**config.mk**
```make
export PLATFORM = sky130hd
export DESIGN_NAME = data_memory_arbiter
export DESIGN_NICKNAME = d
export VERILOG_FILES = /design/src/rtl/dmem_pkg.sv /design/src/rtl/dmem_lane_align.sv /design/src/rtl/data_memory_arbiter.sv
export SDC_FILE = /design/constraint.sdc
export NUM_CORES = 1
export LEC_CHECK = 0
export ABC_CLOCK_PERIOD_IN_PS = 2300
export BUFFER_PORTS_ARGS = -buffer_cell sky130_fd_sc_hd__buf_2
export CAP_MARGIN = 20
export CORE_MARGIN = 1
export CORE_UTILIZATION = 49
export DETAILED_ROUTE_END_ITERATION = 8
export PLACE_DENSITY = 0.91
export SYNTH_ARGS = -nofsm -noshare
export SYNTH_HDL_FRONTEND = slang
export SYNTH_HIERARCHICAL = 1
export SYNTH_SLANG_ARGS = --single-unit
```
**constraint.sdc**
```tcl
create_clock -name clk -period 2.3 [get_ports clk]
set_clock_uncertainty 0.15 [all_clocks]
set_input_delay 0 -clock clk [delete_from_list [all_inputs] [get_ports clk]]
set_output_delay 0 -clock clk [all_outputs]
set_load 0.03 [all_outputs]
```
**src/rtl/dmem_pkg.sv**
```systemverilog
// dmem_pkg: shared encodings for the data memory arbiter.
// Provides access size codes, FSM state type, requester ids and the alignment rule.
package dmem_pkg;

   localparam logic [1:0] SZ_BYTE = 2'b00;
   localparam logic [1:0] SZ_HALF = 2'b01;
   localparam logic [1:0] SZ_WORD = 2'b10;

   localparam logic ID_CORE = 1'b0;
   localparam logic ID_INTF = 1'b1;

   typedef enum logic [1:0] {
      ST_IDLE   = 2'd0,
      ST_ACCESS = 2'd1,
      ST_RESP   = 2'd2
   } state_e;

   // Size code 2'b11 behaves like a word access.
   function automatic logic misaligned(input logic [1:0] size,
                                       input logic [1:0] off);
      logic m;
      m = 1'b0;
      unique case (size)
         SZ_BYTE: m = 1'b0;
         SZ_HALF: m = off[0];
         default: m = (off != 2'b00);
      endcase
      return m;
   endfunction

endpackage

```
**src/rtl/dmem_lane_align.sv**
```systemverilog
// dmem_lane_align: byte-lane write enables, write data replication and read lane extraction.
// Ports: size/off (access size, byte offset), wdata/rword in; we, di, rdata (zero-extended) out.
module dmem_lane_align
   import dmem_pkg::*;
(
   input  logic [1:0]  size,
   input  logic [1:0]  off,
   input  logic [31:0] wdata,
   input  logic [31:0] rword,
   output logic [3:0]  we,
   output logic [31:0] di,
   output logic [31:0] rdata
);

   always_comb begin
      we    = 4'b1111;
      di    = wdata;
      rdata = rword;
      unique case (size)
         SZ_BYTE: begin
            we    = 4'b0001 << off;
            di    = {4{wdata[7:0]}};
            rdata = (rword >> {off, 3'b000}) & 32'h0000_00ff;
         end
         SZ_HALF: begin
            we    = 4'b0011 << {off[1], 1'b0};
            di    = {2{wdata[15:0]}};
            rdata = (rword >> {off[1], 4'b0000}) & 32'h0000_ffff;
         end
         SZ_WORD, 2'b11: begin
            we    = 4'b1111;
            di    = wdata;
            rdata = rword;
         end
      endcase
   end

endmodule

```
**src/rtl/data_memory_arbiter.sv**
```systemverilog
// data_memory_arbiter: shares one single-port data RAM between core LSU and interface loader.
// Ports: core_*/intf_* request/grant/err/rvalid/rdata, ram_en/we/a/di/do; macro DMEM_ARB_RR_EN = round-robin.
module data_memory_arbiter
   import dmem_pkg::*;
#(
   parameter int DATA_LENGTH    = 32,
   parameter int ADDRESS_LENGTH = 13
)(
   input  logic                      clk,
   input  logic                      rst_n,
   input  logic                      core_req,
   input  logic                      core_wr,
   input  logic [ADDRESS_LENGTH-1:0] core_addr,
   input  logic [DATA_LENGTH-1:0]    core_wdata,
   input  logic [1:0]                core_size,
   output logic                      core_gnt,
   output logic                      core_err,
   output logic                      core_rvalid,
   output logic [DATA_LENGTH-1:0]    core_rdata,
   input  logic                      intf_req,
   input  logic                      intf_wr,
   input  logic [ADDRESS_LENGTH-1:0] intf_addr,
   input  logic [DATA_LENGTH-1:0]    intf_wdata,
   input  logic [1:0]                intf_size,
   output logic                      intf_gnt,
   output logic                      intf_err,
   output logic                      intf_rvalid,
   output logic [DATA_LENGTH-1:0]    intf_rdata,
   output logic                      ram_en,
   output logic [3:0]                ram_we,
   output logic [ADDRESS_LENGTH-3:0] ram_a,
   output logic [DATA_LENGTH-1:0]    ram_di,
   input  logic [DATA_LENGTH-1:0]    ram_do
);

   state_e state, state_nx;

   logic                      id_q, wr_q, err_q, last_q;
   logic [ADDRESS_LENGTH-1:0] addr_q;
   logic [DATA_LENGTH-1:0]    wdata_q;
   logic [1:0]                size_q;

   logic                      any_req, pick_intf, access;
   logic                      sel_wr;
   logic [ADDRESS_LENGTH-1:0] sel_addr;
   logic [DATA_LENGTH-1:0]    sel_wdata;
   logic [1:0]                sel_size;

   logic [3:0]                lane_we;
   logic [DATA_LENGTH-1:0]    lane_di, lane_rd;

   assign any_req = core_req | intf_req;

`ifdef DMEM_ARB_RR_EN
   // On contention the side not granted last goes first.
   assign pick_intf = intf_req & (~core_req | (last_q == ID_CORE));
`else
   assign pick_intf = intf_req & ~core_req;
`endif

   assign sel_wr    = pick_intf ? intf_wr    : core_wr;
   assign sel_addr  = pick_intf ? intf_addr  : core_addr;
   assign sel_wdata = pick_intf ? intf_wdata : core_wdata;
   assign sel_size  = pick_intf ? intf_size  : core_size;

   always_ff @(posedge clk or negedge rst_n) begin
      if (!rst_n) state <= ST_IDLE;
      else        state <= state_nx;
   end

   always_comb begin
      state_nx = state;
      unique case (state)
         ST_IDLE:   if (any_req) state_nx = ST_ACCESS;
         ST_ACCESS: state_nx = (wr_q || err_q) ? ST_IDLE : ST_RESP;
         ST_RESP:   state_nx = ST_IDLE;
         default:   state_nx = ST_IDLE;
      endcase
   end

   always_ff @(posedge clk or negedge rst_n) begin
      if (!rst_n) begin
         id_q        <= ID_CORE;
         wr_q        <= 1'b0;
         err_q       <= 1'b0;
         last_q      <= ID_INTF;
         addr_q      <= '0;
         wdata_q     <= '0;
         size_q      <= SZ_BYTE;
         core_rvalid <= 1'b0;
         intf_rvalid <= 1'b0;
         core_rdata  <= '0;
         intf_rdata  <= '0;
      end else begin
         core_rvalid <= 1'b0;
         intf_rvalid <= 1'b0;
         if (state == ST_IDLE && any_req) begin
            id_q    <= pick_intf ? ID_INTF : ID_CORE;
            last_q  <= pick_intf ? ID_INTF : ID_CORE;
            wr_q    <= sel_wr;
            addr_q  <= sel_addr;
            wdata_q <= sel_wdata;
            size_q  <= sel_size;
            err_q   <= misaligned(sel_size, sel_addr[1:0]);
         end
         if (state == ST_RESP) begin
            if (id_q == ID_CORE) begin
               core_rdata  <= lane_rd;
               core_rvalid <= 1'b1;
            end else begin
               intf_rdata  <= lane_rd;
               intf_rvalid <= 1'b1;
            end
         end
      end
   end

   dmem_lane_align u_lane (
      .size  (size_q),
      .off   (addr_q[1:0]),
      .wdata (wdata_q),
      .rword (ram_do),
      .we    (lane_we),
      .di    (lane_di),
      .rdata (lane_rd)
   );

   // Strobes derive from state so an async reset drops them at once.
   assign access   = (state == ST_ACCESS);
   assign ram_en   = access & ~err_q;
   assign ram_we   = (ram_en & wr_q) ? lane_we : 4'b0000;
   assign ram_a    = addr_q[ADDRESS_LENGTH-1:2];
   assign ram_di   = lane_di;
   assign core_gnt = access & (id_q == ID_CORE);
   assign intf_gnt = access & (id_q == ID_INTF);
   assign core_err = core_gnt & err_q;
   assign intf_err = intf_gnt & err_q;

endmodule

```
---- Word level (Yosys, flattened, before mapping) ----
Cells that the tools add are included.
word-level totals
  bits of input ports ..................... 132
  register bits ........................... 118
  output and inout port bits .............. 118
operators by class
  reduce and logical (&&, ||, !) cells .... 9
  shifts and indexed selects .............. 4
  eq/ne operators ......................... 7
  bitwise operators ....................... 11
  muxes and demuxes ....................... 17
operators with widths
  kind                   count
  $pmux W32 S3           2
  $mux W32               1
  $shr A32 B5 Y16        1
  $shr A32 B5 Y8         1
  $mux W13               1
  $pmux W4 S3            1
  $and A1 B1 Y1          7
  $eq A2 B1 Y1 const B   3
  $eq A2 B2 Y1 const B   3
  $logic_not A2 Y1       3
  $mux W1                6
  $mux W2                3
  $mux W4                1
  $pmux W2 S2            1
  $reduce_and A2 Y1      2
  $shl A1 B2 Y4 const A  1
  $shl A2 B2 Y4 const A  1
  $not A1 Y1             3
  $ne A2 B2 Y1 const B   1
  $pmux W1 S2            1
  $reduce_bool A2 Y1     1
  $reduce_or A2 Y1       1
  $logic_and A1 B1 Y1    1
  $logic_or A1 B1 Y1     1
  $or A1 B1 Y1           1

---- Depth between registers and ports, before layout ----
Gate-level depths: netlist (run 1).
  word-level depth ........................ 5
  mapped depth ............................ 7
  mapped depth without buffers ............ 5

---- By module ----
Netlist (run 1), hierarchy kept.
by module, submodules not included
  module               cells each  times used  area each (um2)
  data_memory_arbiter  455         1           4961.0
  dmem_lane_align      135         1           1089.8

---- Least setup slack after synthesis (run 1) ----
No wires, ideal clock.
  path type ............................... register to output
  start point ............................. register state[1]
  end point ............................... output ram_we[0]
  arrival time ............................ 1.476 ns
  data required time ...................... 2.150 ns
  path slack .............................. 0.674 ns
  stages on the path, launching flop included .. 4
  buffers on the path ..................... 0
  cells stage by stage .................... dfrtp_1 nand2b_1 nor2_1 and3_1
between the ends
  longest elaborated chain between the ends .. 4
RTL lines
  element                 line                        text
  start, declared         data_memory_arbiter.sv:36   state_e state, state_nx;
  start signal, assigned  data_memory_arbiter.sv:68   else state <= state_nx;
  $eq A2 B1 Y1            data_memory_arbiter.sv:129  assign access = (state == ST_ACCESS);
  $and A1 B1 Y1           data_memory_arbiter.sv:130  assign ram_en = access & ~err_q;
  net ram_en              data_memory_arbiter.sv:29   output logic ram_en,
  $and A1 B1 Y1           data_memory_arbiter.sv:131  assign ram_we = (ram_en & wr_q) ? lane_we : 4'b0000;
  $mux W4                 data_memory_arbiter.sv:131
  end, declared           data_memory_arbiter.sv:30   output logic [3:0] ram_we,
The timed path passes the listed nets, and every way through them passes these cells.

---- Worst setup path after layout (run 1) ----
  start point ............................. register size_q[1]
  end point ............................... output ram_di[8]
between the ends
  longest elaborated chain between the ends .. 3
RTL lines
  element                 line                        text
  start, declared         data_memory_arbiter.sv:41   logic [1:0] size_q;
  start signal, assigned  data_memory_arbiter.sv:103  size_q <= sel_size;
  $eq A2 B2 Y1            dmem_lane_align.sv:19       unique case (size)
  $reduce_or A2 Y1        dmem_lane_align.sv:19
  $pmux W32 S3 *          dmem_lane_align.sv:19
  end, declared           data_memory_arbiter.sv:32   output logic [DATA_LENGTH-1:0] ram_di,
Every way passes the cells marked *; elsewhere a longest branch is shown, timed or not. The select of a mux whose other input is x is not followed.

==> metrics.txt, run 1 <==
Final Util=0.7757; TritonCTS clock tree=yes; CP Class=reg -> out; CTS sink count=118; die height=113.1 microns; die area=12800 sq um; Gate Count Post-Synth=590; GRT Total Usage=0.3640; ant diodes=0; initial antenna violation count=0; max-cap violations=0; CTS root buf=clkbuf_16; RD Place Congestion=around 0.92; Synth warnings=6; Worst EP arrival=2090 ps; synthesized flop and latch total=118; Total Nets Final=1086; area share of the leading cell type in the synthesized netlist=0.4880; DRC violations left=0; via/cell ratio=5.733; RSZ-0062 raised after global routing=no; IO Count=250; number of iterations in the first detailed-routing pass=5; Leakage=4.933 nW; Min Clock Period, post-route=2240 ps; Core ar.=12010 sq um; Reg clk slew, reported paths=roughly 60 ps; Vias=6387; CTS H-tree depth=4; initial core utilization=0.5037; first-pass GRT wire length=35340 microns; Mapped Nets=722; WL final=22690 microns; Initial DRC Count=639; num rows=40; Avg Inst Size Synth=10.26 sq um; status=complete, no violations; Die X=113.1 microns; post-detail-place hpwl=12140 microns; Netlist cell types=36; Final Max Tran Viols=0; top post-synthesis cells by area=dfrtp_1, mux2i_1, nand2_1; PortBufs=249; Power Dens Cells=1512 nW/um^2; fmax=446.5 MHz; final setup fails=0; CTS Buf Count=17; DR WL/cell=~20 microns; area leader, netlist=dfrtp_1; period utilization=0.9738; Total Neg Setup Slack=0 ps; Synth-to-Final Area Change=53.99%; startpoint types=flop; share of cells above drive strength 1=0.3713; vias in the first global route=6650; Hold Vio Cnt, Final=0; grt ovf=0; worst skew pair latency=420 ps; largest net degree at the start of global routing=63; Worst IR Drop VDD=0.8001 mV; crit end category=output port; Fillers=689; CP Max Fanout=40; Clock Path Buffers=2; antenna viol nets, final=0; Rel. slew slack=0.4499; HP Class=in -> async; Seq/Total Area, Yosys=0.4880; CP required=2150 ps; Post-Syn Area=6051 sq um; worst slew pin tran=822.0 ps
-- cells in the mapped netlist, drive strengths merged --
master,instances
nor3b,2
and3,4
dfrtp,118
nand3b,1
a21oi,3
o221a,3
o211ai,1
nor2b,2
o21bai,4
nand2,155
clkbuf,13
buf,44
o21ai,58
a22o,17
inv,5
and2,18
a221o,5
nand3,1
nand2b,2
nor3,3
nor2,11
o311a,1
mux2,48
a22oi,3
mux2i,67
or3b,1
-- through the flow --
step	worst slack [ps]	hold WS, ps	power (mW)	instances	instance area, sq um
6_report	60.25	8.083	14.09	1114	9318
5_1_grt	3.135	28.55	14.69	1114	9318
4_1_cts	30.45	1.176	13.63	1112	9289
3_5_place_dp	335.4	-270.2	10.56	942	7283
3_3_place_gp	403.9	-269.8	10.34	942	7283
2_1_floorplan	673.9	-445.6	8.799	590	6051
-- layout make-up --
type                       instances  area [sq um]  share of cell area
inverter                           5         18.77            0.002014
multi-input combinational        410          2718              0.2917
clock inverter                    13         171.4             0.01840
clock buffer                      19         452.9             0.04861
timing repair buffer             402          2818              0.3024
sequential                       118          2955              0.3172
tap                              147         183.9             0.01974
-- placed cells by master, fill, tap and decap left out, types with 5 or more instances in the layout --
master,synthesis,layout
a22o_1,17,17
buf_12,0,6
a221o_1,5,5
buf_2,10,248
mux2_2,47,47
dfrtp_1,118,116
nor2_1,10,10
and2_1,18,18
mux2i_1,67,67
nand2_1,155,155
dlygate4sd3_1,0,138
clkbuf_16,0,17
buf_4,28,10
o21ai_0,57,57
-- path summary, 6_finish.rpt --
kind / cells past startpoint / slack [ps] / endpoint / startpoint
max reg2reg: 6 / 70 / intf_rdata[9]$_DFFE_PN0P_ / size_q[1]$_DFFE_PN0P_
max: 5 / 60 / ram_di[8] / size_q[1]$_DFFE_PN0P_
min: 3 / 8 / intf_rdata[15]$_DFFE_PN0P_ / rst_n
min in group clk: 4 / 280 / wdata_q[22]$_DFFE_PN0P_ / core_wdata[22]
min reg2reg: 2 / 320 / intf_rdata[10]$_DFFE_PN0P_ / intf_rdata[10]$_DFFE_PN0P_
max in group asynchronous: 3 / 900 / core_rdata[17]$_DFFE_PN0P_ / rst_n
-- layer usage --
layer / global-route usage / share of wire / vias to the layer above
met2: 0.6335 / 0.50 / 472
met5: 0 / 0 / -
met3: 0.09427 / 0.088 / 94
met4: 0.2149 / 0.051 / 0
met1: 0.4016 / 0.36 / 3087
li1: - / - / 2734
-- cells by family after synthesis --
logic type,synth area share
compound gates,0.1017
buf+inv,0.06555
flops,0.4880
mux,0.2002
simple gates,0.1445
-- critical path, cell delays in order (launching register included) --
cell and delay [ps]:
dfrtp_2 560, buf_12 250, nor2_4 150, buf_12 130, mux2_2 370, buf_2 190
-- power by group --
part | leakage (nW) | internal [mW] | switching, mW
combinational | 3.16 | 2.55 | 4.76
clock | 0.301 | 1.77 | 1.03
sequential | 1.47 | 3.09 | 0.895
-- sequential cells by signal, summed over array words and instances, names as in the netlist --
name	flops
wdata_q	32
err_q	1
id_q	1
core_rvalid	1
core_rdata	32
state	2
intf_rdata	32
wr_q	1
intf_rvalid	1
size_q	2
addr_q	13
-- timing repair --
| item | CTS | global route |
|---|---|---|
| hold buffers | 138 | 0 |
| endpoints found under the setup margin | 0 | 4 |
| resized for setup | 0 | 1 |
| hold endpoints to repair | 233 | 0 |
| setup buffers | 0 | 2 |
(Power assumes the default switching activity.)
==> inputs of run 2 (changes only) <==
ABC_CLOCK_PERIOD_IN_PS = 2100   (was 2300)
clock period = 2.1 ns   (was 2.3 ns; I/O delays follow)
==> run 2 against run 1 <==
The run now ends with setup timing left. Clock power up 7.9%. Combinational power rose by 12%. Via count decreased by 0.23%. First-iteration DRC count is 17% lower. Worst hold slack gained 67 ps. Non-clock buffer count is 6 higher. Critical endpoint is now wdata_q[18]$_DFFE_PN0P_. Flip-flop and latch count stayed put. Sequential share of layout area decreased by 0.21 points. Routed wire length grew 0.24%. Final area is 0.71% higher. Register-to-register slack got worse by 30 ps. Critical path depth grew 2. Critical path type is now in -> reg. Largest power group unchanged.
==> metrics.txt, run 2 (synthesis gave the netlist of run 1 again) <==
status=complete, but fails checks; violated checks=setup timing; R2R Path End=wdata_q[18]$_DFFE_PN0P_; DRC violations left=0 (unchanged); CTS Buf Count=17 (unchanged); Reg clk slew, reported paths=60 ps (about the same); Synth-to-Final Area Change=55.09%; register area=2957 sq um (about the same); initial core utilization=0.5037 (unchanged); Min Clock Period, post-route=about 2200 ps; post-route setup slack=-117.2 ps (-177.5 ps); Sw Share=0.4684 (-0.005441); number of iterations in the first detailed-routing pass=7 (+2); antenna viol nets, final=0 (unchanged); die area=12800 sq um (unchanged); Total Neg Setup Slack=-117.2 ps (-117.2 ps); fmax=451.0 MHz; Power Dens Cells=1646 nW/um^2 (+8.8%); Net Sw Power=7.233 mW (+8.3%); Core ar.=12010 sq um (unchanged); initial antenna violation count=0 (unchanged); die height=113.1 microns (unchanged); max-cap violations=0 (unchanged); Tot Pwr=15.44 mW (+9.6%); crit end category=flop; Int Pwr=8.209 mW (+11%); period utilization=1.056; grt ovf=0 (unchanged); most frequent cells in the layout=buf_2, nand2_1, dlygate4sd3_1, dfrtp_1, mux2i_1; IO Count=250 (unchanged); flop-to-flop setup slack=40 ps (-30 ps); worst skew pair latency=410 ps (about the same); num rows=40 (unchanged); HP Class=in -> async; Die X=113.1 microns (unchanged); area of the multi-input gates=2728 sq um (+0.37%); post-detail-place hpwl=12140 microns (about the same); clock share of power=0.195 (-0.004); Comb power frac=0.529 (+0.010); dpl ws=288.2 ps (-47.21 ps); Critical R2R Launch=state[0]$_DFFE_PN0P_; CP Max Fanout=16 (-60%); largest registers=core_rdata x32, intf_rdata x32, wdata_q x32; Total Nets Final=1092 (+0.55%); Final Max Tran Viols=0 (unchanged); commonest non-fill, non-tap cell in the layout=buf_2; first-pass GRT wire length=34400 microns (-2.7%); largest net degree at the start of global routing=64 (+1.6%); vias in the first global route=6495 (-2.3%); final setup fails=1 (+1); Initial DRC Count=529 (-17%); share of cells above drive strength 1=0.3755 (+0.004263); Final Util=0.7813 (+0.005521); worst reg-to-reg path cell count=4 (-2); CTS root buf=clkbuf_16; register share of total power=0.275 (-0.008); CTS H-tree depth=4 (unchanged); Leakage=4.969 nW (+0.73%); via/cell ratio=5.694 (-0.68%); DR WL/cell=20.33 microns (-0.21%); Clock Path Buffers=2 (unchanged); Worst IR Drop VDD=0.8766 mV (+9.6%); Hold Vio Cnt, Final=0 (unchanged); Worst EP arrival=2310 ps (+220 ps); TritonCTS clock tree=yes; startpoint types=primary input; Fillers=666 (-3.3%); CP required=2190 ps (+40 ps); RD Place Congestion=0.9000 (-1.7%); ant diodes=0 (unchanged); CP Class=in -> reg; Vias=6372 (-0.23%); WL final=22750 microns (+0.24%); GRT Total Usage=0.3577 (-0.006335); PortBufs=249 (unchanged); worst slew pin tran=959.0 ps (+137.0 ps); CTS sink count=118 (unchanged); Rel. slew slack=0.3585 (-0.09139)
run 2: cell types whose count changed in the layout (fill, tap and decap cells not counted), sizes merged:
cell / before / now
inv: 8 / 5
clkbuf: 19 / 24
buf: 264 / 269
clkinvlp: 2 / 1
clkinv: 5 / 4
run 2: layout make-up:
type,instances,share of cell area
clock inverters,8,0.01293
well taps,147,0.01960
clock buffers,23,0.05200
repair buffers,408,0.3077
flip-flops and latches,118,0.3151
inverters,5,0.002000
multi-input cells,410,0.2907
run 2: worst max-delay path by stage:
| stage | endpoint | startpoint | slack, ps |
|---|---|---|---|
| final | wdata_q[18]$_DFFE_PN0P_ | core_req | -120 |
| after global routing | wdata_q[18]$_DFFE_PN0P_ | core_req | -80 |
| after CTS | intf_rdata[9]$_DFFE_PN0P_ | size_q[1]$_DFFE_PN0P_ | 20 |
| after detailed placement | core_rdata[5]$_DFFE_PN0P_ | size_q[0]$_DFFE_PN0P_ | 290 |
| after global placement | core_rdata[5]$_DFFE_PN0P_ | size_q[0]$_DFFE_PN0P_ | 330 |
| after floorplan | ram_we[0] | state[1]$_DFFE_PN0P_ | 470 |
run 2: power by group through the flow:
stage / sequential [mW] / clock (mW) / combinational [mW]
CTS: 4.16 / 3.01 / 7.76
global route: 4.34 / 3.14 / 8.57
finish: 4.25 / 3.02 / 8.17
detailed placement: 4.20 / 0 / 7.42
global placement: 4.13 / 0 / 7.27
floorplan: 5.15 / 0 / 4.48
run 2: metrics by stage:
step	hold WS, ps	std cells	instance area [sq um]
2_1_floorplan	-445.6	590	6051
3_3_place_gp	-237.9	946	7313
3_5_place_dp	-237.2	946	7313
4_1_cts	15.36	1116	9313
5_1_grt	87.29	1119	9384
6_report	75.00	1119	9384
run 2: metal layers:
metal | GRT usage | routed length (microns) | up-vias
li1 | - | - | 2750
met1 | 0.3944 | 8160 | 3023
met2 | 0.6249 | 11290 | 490
met3 | 0.08302 | 2031 | 109
met4 | 0.2219 | 1258 | 0
met5 | 0 | 0 | -
run 2: what timing repair did:
| action | 4_1_cts | 5_1_grt |
|---|---|---|
| cloned | 0 | 1 |
| hold buffers | 138 | 0 |
| endpoints found under the hold margin | 233 | 0 |
| setup endpoints to repair | 3 | 24 |
| setup buffers | 1 | 2 |
| gates resized for setup | 1 | 10 |
| pin swaps | 1 | 1 |
run 2: critical path, stage by stage:
cell	delay (ps)
dlygate4sd3_1	550
buf_2	160
nand2b_4	200
buf_12	190
mux2i_1	150
dlygate4sd3_1	610
o21ai_0	440
